## config.mk

```make
export PLATFORM = sky130hd
export DESIGN_NAME = instr_fetch
export DESIGN_NICKNAME = d
export VERILOG_FILES = /design/src/rtl/proc_pkg.sv /design/src/rtl/exec_timer.sv /design/src/rtl/instr_fetch.sv
export SDC_FILE = /design/constraint.sdc
export NUM_CORES = 1
export LEC_CHECK = 0
export CORE_MARGIN = 4
export CORE_UTILIZATION = 30
export DETAILED_ROUTE_END_ITERATION = 6
export PLACE_DENSITY = 0.59
export SYNTH_ARGS = -nofsm -noshare
export SYNTH_HDL_FRONTEND = slang
export SYNTH_SLANG_ARGS = --single-unit
```

## constraint.sdc

```tcl
create_clock -name Clock -period 1.7 [get_ports Clock]
set_input_delay 0.255 -clock Clock [delete_from_list [all_inputs] [get_ports Clock]]
set_output_delay 0.255 -clock Clock [all_outputs]
set_load 0.01 [all_outputs]
```

## src/rtl/proc_pkg.sv

```systemverilog
// Shared definitions for the multicycle processor front end: word format,
// opcode encodings and fetch-stage state encoding.
package proc_pkg;

  localparam int unsigned WORD_W     = 16;
  localparam int unsigned OP_W       = 3;
  localparam int unsigned REG_W      = 3;
  localparam int unsigned OP_MSB_DEF = 8;
  localparam int unsigned RX_MSB     = 5;
  localparam int unsigned RY_MSB     = 2;

  typedef logic [OP_W-1:0] opcode_t;

  localparam opcode_t OP_ADD = 3'b000;
  localparam opcode_t OP_SUB = 3'b001;
  localparam opcode_t OP_AND = 3'b010;
  localparam opcode_t OP_OR  = 3'b011;
  localparam opcode_t OP_XOR = 3'b100;
  localparam opcode_t OP_LD  = 3'b101;
  localparam opcode_t OP_ST  = 3'b110;
  localparam opcode_t OP_MVI = 3'b111;

  typedef enum logic [2:0] {
    S_IDLE      = 3'd0,
    S_FETCH     = 3'd1,
    S_WAIT      = 3'd2,
    S_ISSUE     = 3'd3,
    S_IMM_FETCH = 3'd4,
    S_IMM_WAIT  = 3'd5,
    S_EXEC      = 3'd6
  } fetch_state_t;

endpackage

```

## src/rtl/exec_timer.sv

```systemverilog
// Saturating EXEC-cycle counter; tc_c flags the cycle whose increment
// would reach TIMEOUT, so the caller can react on that same edge.
module exec_timer #(
  parameter int unsigned TIMEOUT = 15
) (
  input  logic clk,
  input  logic rst,
  input  logic clr,
  input  logic en,
  output logic tc_c
);

  localparam int unsigned TW = $clog2(TIMEOUT + 1);

  logic [TW-1:0] count;

  always_ff @(posedge clk or posedge rst) begin
    if (rst) begin
      count <= '0;
    end else if (clr) begin
      count <= '0;
    end else if (en && (count != TW'(TIMEOUT))) begin
      count <= count + TW'(1);
    end
  end

  assign tc_c = (count == TW'(TIMEOUT - 1));

endmodule

```

## src/rtl/instr_fetch.sv

```systemverilog
// Fetch stage: owns the PC, reads program words, issues them on DIN with a
// one-cycle Run pulse and waits for Done (or a timeout) before advancing.
module instr_fetch
  import proc_pkg::*;
#(
  parameter int unsigned AW       = 8,
  parameter int unsigned RESET_PC = 0,
  parameter int unsigned OP_MSB   = OP_MSB_DEF,
  parameter int unsigned TIMEOUT  = 15
) (
  input  logic              Clock,
  input  logic              Reset,
  input  logic              Go,
  input  logic [WORD_W-1:0] MemData,
  output logic [AW-1:0]     MemAddr,
  output logic              MemRd,
  output logic [WORD_W-1:0] DIN,
  output logic              Run,
  input  logic              Done,
  output logic [AW-1:0]     PC,
  output logic              Busy,
  output logic              Error
);

  localparam int unsigned OP_LSB = OP_MSB - (OP_W - 1);

  fetch_state_t state;
  logic         done_seen;
  logic         is_mvi;
  logic         go_q;
  logic         done_any_c;
  logic         tmr_clr_c;
  logic         tmr_en_c;
  logic         tmr_tc_c;
  logic [AW-1:0] pc_next_c;

  assign done_any_c = Done | done_seen;
  assign tmr_en_c   = (state == S_EXEC) && !done_any_c;
  assign tmr_clr_c  = (state != S_EXEC) || done_any_c;
  assign pc_next_c  = PC + (is_mvi ? AW'(2) : AW'(1));

  exec_timer #(.TIMEOUT(TIMEOUT)) u_exec_timer (
    .clk  (Clock),
    .rst  (Reset),
    .clr  (tmr_clr_c),
    .en   (tmr_en_c),
    .tc_c (tmr_tc_c)
  );

  // Outputs are set on the edge entering the state that owns them.
  always_ff @(posedge Clock or posedge Reset) begin
    if (Reset) begin
      state     <= S_IDLE;
      PC        <= AW'(RESET_PC);
      MemAddr   <= AW'(RESET_PC);
      MemRd     <= 1'b0;
      DIN       <= '0;
      Run       <= 1'b0;
      Busy      <= 1'b0;
      Error     <= 1'b0;
      done_seen <= 1'b0;
      is_mvi    <= 1'b0;
      go_q      <= 1'b0;
    end else begin
      go_q  <= Go;
      Run   <= 1'b0;
      MemRd <= 1'b0;
      if (Go && !go_q) begin
        Error <= 1'b0;
      end
      case (state)
        S_IDLE: begin
          if (Go) begin
            state   <= S_FETCH;
            MemAddr <= PC;
            MemRd   <= 1'b1;
            Busy    <= 1'b1;
          end
        end
        S_FETCH: begin
          state <= S_WAIT;
        end
        S_WAIT: begin
          DIN   <= MemData;
          Run   <= 1'b1;
          state <= S_ISSUE;
        end
        S_ISSUE: begin
          done_seen <= done_seen | Done;
          is_mvi    <= (DIN[OP_MSB:OP_LSB] == OP_MVI);
          if (DIN[OP_MSB:OP_LSB] == OP_MVI) begin
            state   <= S_IMM_FETCH;
            MemAddr <= PC + AW'(1);
            MemRd   <= 1'b1;
          end else begin
            state <= S_EXEC;
          end
        end
        S_IMM_FETCH: begin
          done_seen <= done_seen | Done;
          state     <= S_IMM_WAIT;
        end
        S_IMM_WAIT: begin
          done_seen <= done_seen | Done;
          DIN       <= MemData;
          state     <= S_EXEC;
        end
        S_EXEC: begin
          if (done_any_c) begin
            PC        <= pc_next_c;
            done_seen <= 1'b0;
            if (Go) begin
              state   <= S_FETCH;
              MemAddr <= pc_next_c;
              MemRd   <= 1'b1;
            end else begin
              state <= S_IDLE;
              Busy  <= 1'b0;
            end
          end else if (tmr_tc_c) begin
            Error     <= 1'b1;
            done_seen <= 1'b0;
            state     <= S_IDLE;
            Busy      <= 1'b0;
          end
        end
        default: begin
          state <= S_IDLE;
          Busy  <= 1'b0;
        end
      endcase
    end
  end

endmodule

```

==> results of run 1 <==
[power by group through the flow]
stage	Sequential (mW)	Clock [mW]	Combinational, mW
6_report	1.90	0.696	3.37
4_1_cts	1.90	0.742	3.30
3_3_place_gp	1.90	0	3.14
2_1_floorplan	2.08	0	1.60
3_5_place_dp	1.92	0	3.19
5_1_grt	1.99	0.782	3.68
[per-stage QoR]
| step | TNS (ns) | hold WS, ns | setup slack, ns | instance area (um2) |
|---|---|---|---|---|
| floorplan | -0.288 | 0.286 | -0.0981 | 2260 |
| global placement | -1.80 | 0.450 | -0.262 | 3080 |
| detailed placement | -2.04 | 0.463 | -0.290 | 3080 |
| CTS | -0.594 | 0.249 | -0.119 | 3220 |
| global route | -1.02 | 0.263 | -0.178 | 3270 |
| finish | -0.404 | 0.252 | -0.134 | 3270 |
[flip-flops by register name, indices dropped and copies added (netlist names), 3 cells and up]
| name | flops |
|---|---|
| PC | 8 |
| state | 3 |
| MemAddr | 8 |
| DIN | 16 |
| u_exec_timer.count | 4 |
[layout by cell type, fill, tap and decap left out, drive strengths merged, types with 3 or more instances in the layout]
master | synthesis | layout
buf | 7 | 25
clkdlybuf4s50 | 0 | 54
mux2 | 19 | 19
dfrtp | 46 | 46
a21oi | 10 | 10
ha | 5 | 5
a31oi | 4 | 4
nand3 | 6 | 6
clkbuf | 3 | 7
nor2 | 13 | 13
o21ai | 9 | 9
nand4 | 3 | 3
o211ai | 3 | 3
xor2 | 5 | 5
nor3 | 11 | 11
nand2 | 10 | 10
nand2b | 3 | 3
xnor2 | 6 | 6
inv | 9 | 9
[layout make-up]
cell class,instances,share of cell area (%)
flip-flops and latches,46,35.3
well taps,99,3.79
repair buffers,80,23.8
clock inverters,1,0.153
clock buffers,7,2.64
multi-input cells,133,33.3
inverters,9,1.03
[routing by layer]
metal,up-vias,GRT usage [%],routed length [um]
met5,-,0,0
met4,0,3.61,51
met3,4,3.27,238
met2,35,19.0,2330
met1,858,16.5,2450
li1,875,-,-
[cells by family after synthesis]
logic type      count (synthesis)  synth area share (%)
compound gates                 37                  11.2
xor+xnor                       11                  4.29
fa+ha+maj                       6                  3.67
buf+inv                        19                  4.45
flops                          46                  51.2
mux                            19                  9.86
simple gates                   60                  15.3
[critical path: stages, from the launching register on]
cell and delay [ns]:
dfrtp_1 0.39, inv_2 0.08, ha_4 0.13, inv_2 0.03, fa_2 0.53, and3b_1 0.15
a211o_1 0.10, a21oi_2 0.05, mux2_4 0.25
[worst paths after layout]
| path | start | endpoint | slack (ns) |
|---|---|---|---|
| min in group Clock | go_q$_DFF_PP0_ | Error$_DFF_PP0_ | 0.48 |
| setup / recovery | is_mvi$_DFFE_PP0P_ | MemAddr[1]$_DFFE_PP0P_ | -0.13 |
| hold reg to reg | go_q$_DFF_PP0_ | Error$_DFF_PP0_ | 0.48 |
| hold / removal | Reset | DIN[13]$_DFFE_PP0P_ | 0.25 |
| max in group asynchronous | Reset | PC[2]$_DFFE_PP0P_ | 1.01 |
| setup reg to reg | is_mvi$_DFFE_PP0P_ | MemAddr[1]$_DFFE_PP0P_ | -0.13 |
[what timing repair did]
item,CTS,global route
pin swaps,6,10
endpoints found under the setup margin,9,19
resized for setup,7,12
setup buffers,1,0
==> metrics, run 1 <==
Cell variety after synth=44; worst-path maximum fanout=2; register area share after synthesis=51.2%; Die ar.=8940 um2; Mean Syn Cell Area=11.3 um2; total track usage=12.2%; Clock Skews=0.00813 ns; core area=7250 um2; Reg2Reg Depth=8; GR Overflow Total=0; Cell Area, Synth=2250 um2; area of the multi-input gates=1090 um2; Final ANT Viol Nets=0; Tmin final=1.83 ns; P&R area growth vs syn=45.4%; vias=1772; number of global-route vias before repair=1768; final HPWL from detailed placement=3760 um; Die Ht=94.5 um; largest net degree at the start of global routing=21; yosys warns=0; CTS root buf=clkbuf_8; clock power share=11.7%; hold buffer count at cts=0; FP Rows=31; failing checks=setup timing; Sw Ratio=35.8%; Routed wire per std cell=13.5 um; initial antenna violation count=0; layout cells sized above 1=26.4%; Worst slew margin=75.4%; final-report hold violation count=0; crit end category=flop; TritonCTS clock tree=done; Max-cap violations=0; Commonest cells post-synth=dfrtp_1 (46), mux2_2 (17), nor2_1 (13); Pint=3.83 mW; cell with the most instances after synthesis=dfrtp_1; Starting Density=31.0%; Port Buffer Count=55; RSZ-0062 raised after global routing=yes; Die Wd=94.5 um; Power Total=5.97 mW; Synth area leaders=dfrtp_1 (51%), mux2_2 (8.5%), ha_1 (2.8%); Num Clock Sinks=46; HP Class=in2async; Skew-Pair Late Insertion Delay=0.30 ns; Initial DRC Count=68; run status=finished with violations; Synth area leader=dfrtp_1; final core occ=45.1%; worst path required time=1.88 ns; number of I/O pins=56; Post-Place Cells=367; fillers=719; worst vdd ir=0.677 mV; max-slew violations=0; Async SR Flop Fraction=100%; Synth top area share=51.2%; number of synthesized flops with an enable pin=0; Leak=1.36 nW; CTS buffer count=5; Yosys reg bits=46; Setup crit start kind=flop; Vias/cell=4.73; nets=301; switching pwr=2.14 mW; Final Wtd Congestion=0.733; CP Class=reg2reg; Initial DRT Pass Iterations=4; Routed WL=5070 um; CTS max path bufs=2; sequential fraction of design power=31.9%; Main synth FF type=dfrtp_1; Fmax achieved=0.545 GHz; crit path DAT=2.02 ns; Tcrit/Tclk final=108%; Net Count, Synth=224; first-pass GRT wire length=8600 um; final std cells w/o fill=375; # diodes=0; Post-route DRC=0; clock-pin slew on the worst setup and hold paths=0.08 ns; gate count after technology mapping=198; Final Setup Violations=7; worst-margin pin slew=0.369 ns; area occupied by registers=1150 um2; Logic pwr share=56.5%; final worst slack=-0.134 ns; Pwr per Cell Area=1830 nW/um2; H-tree Lvls=2
Power figures use the tool's default switching activity.
==> inputs of run 2 (changes only) <==
--- a/config.mk
+++ b/config.mk
@@ -5,6 +5,7 @@
 export SDC_FILE = /design/constraint.sdc
 export NUM_CORES = 1
 export LEC_CHECK = 0
+export CAP_MARGIN = 10
 export CORE_MARGIN = 4
 export CORE_UTILIZATION = 30
 export DETAILED_ROUTE_END_ITERATION = 6
==> results of run 2 <==
Same layout as run 1: the final DEF is identical, and so are final timing and power.
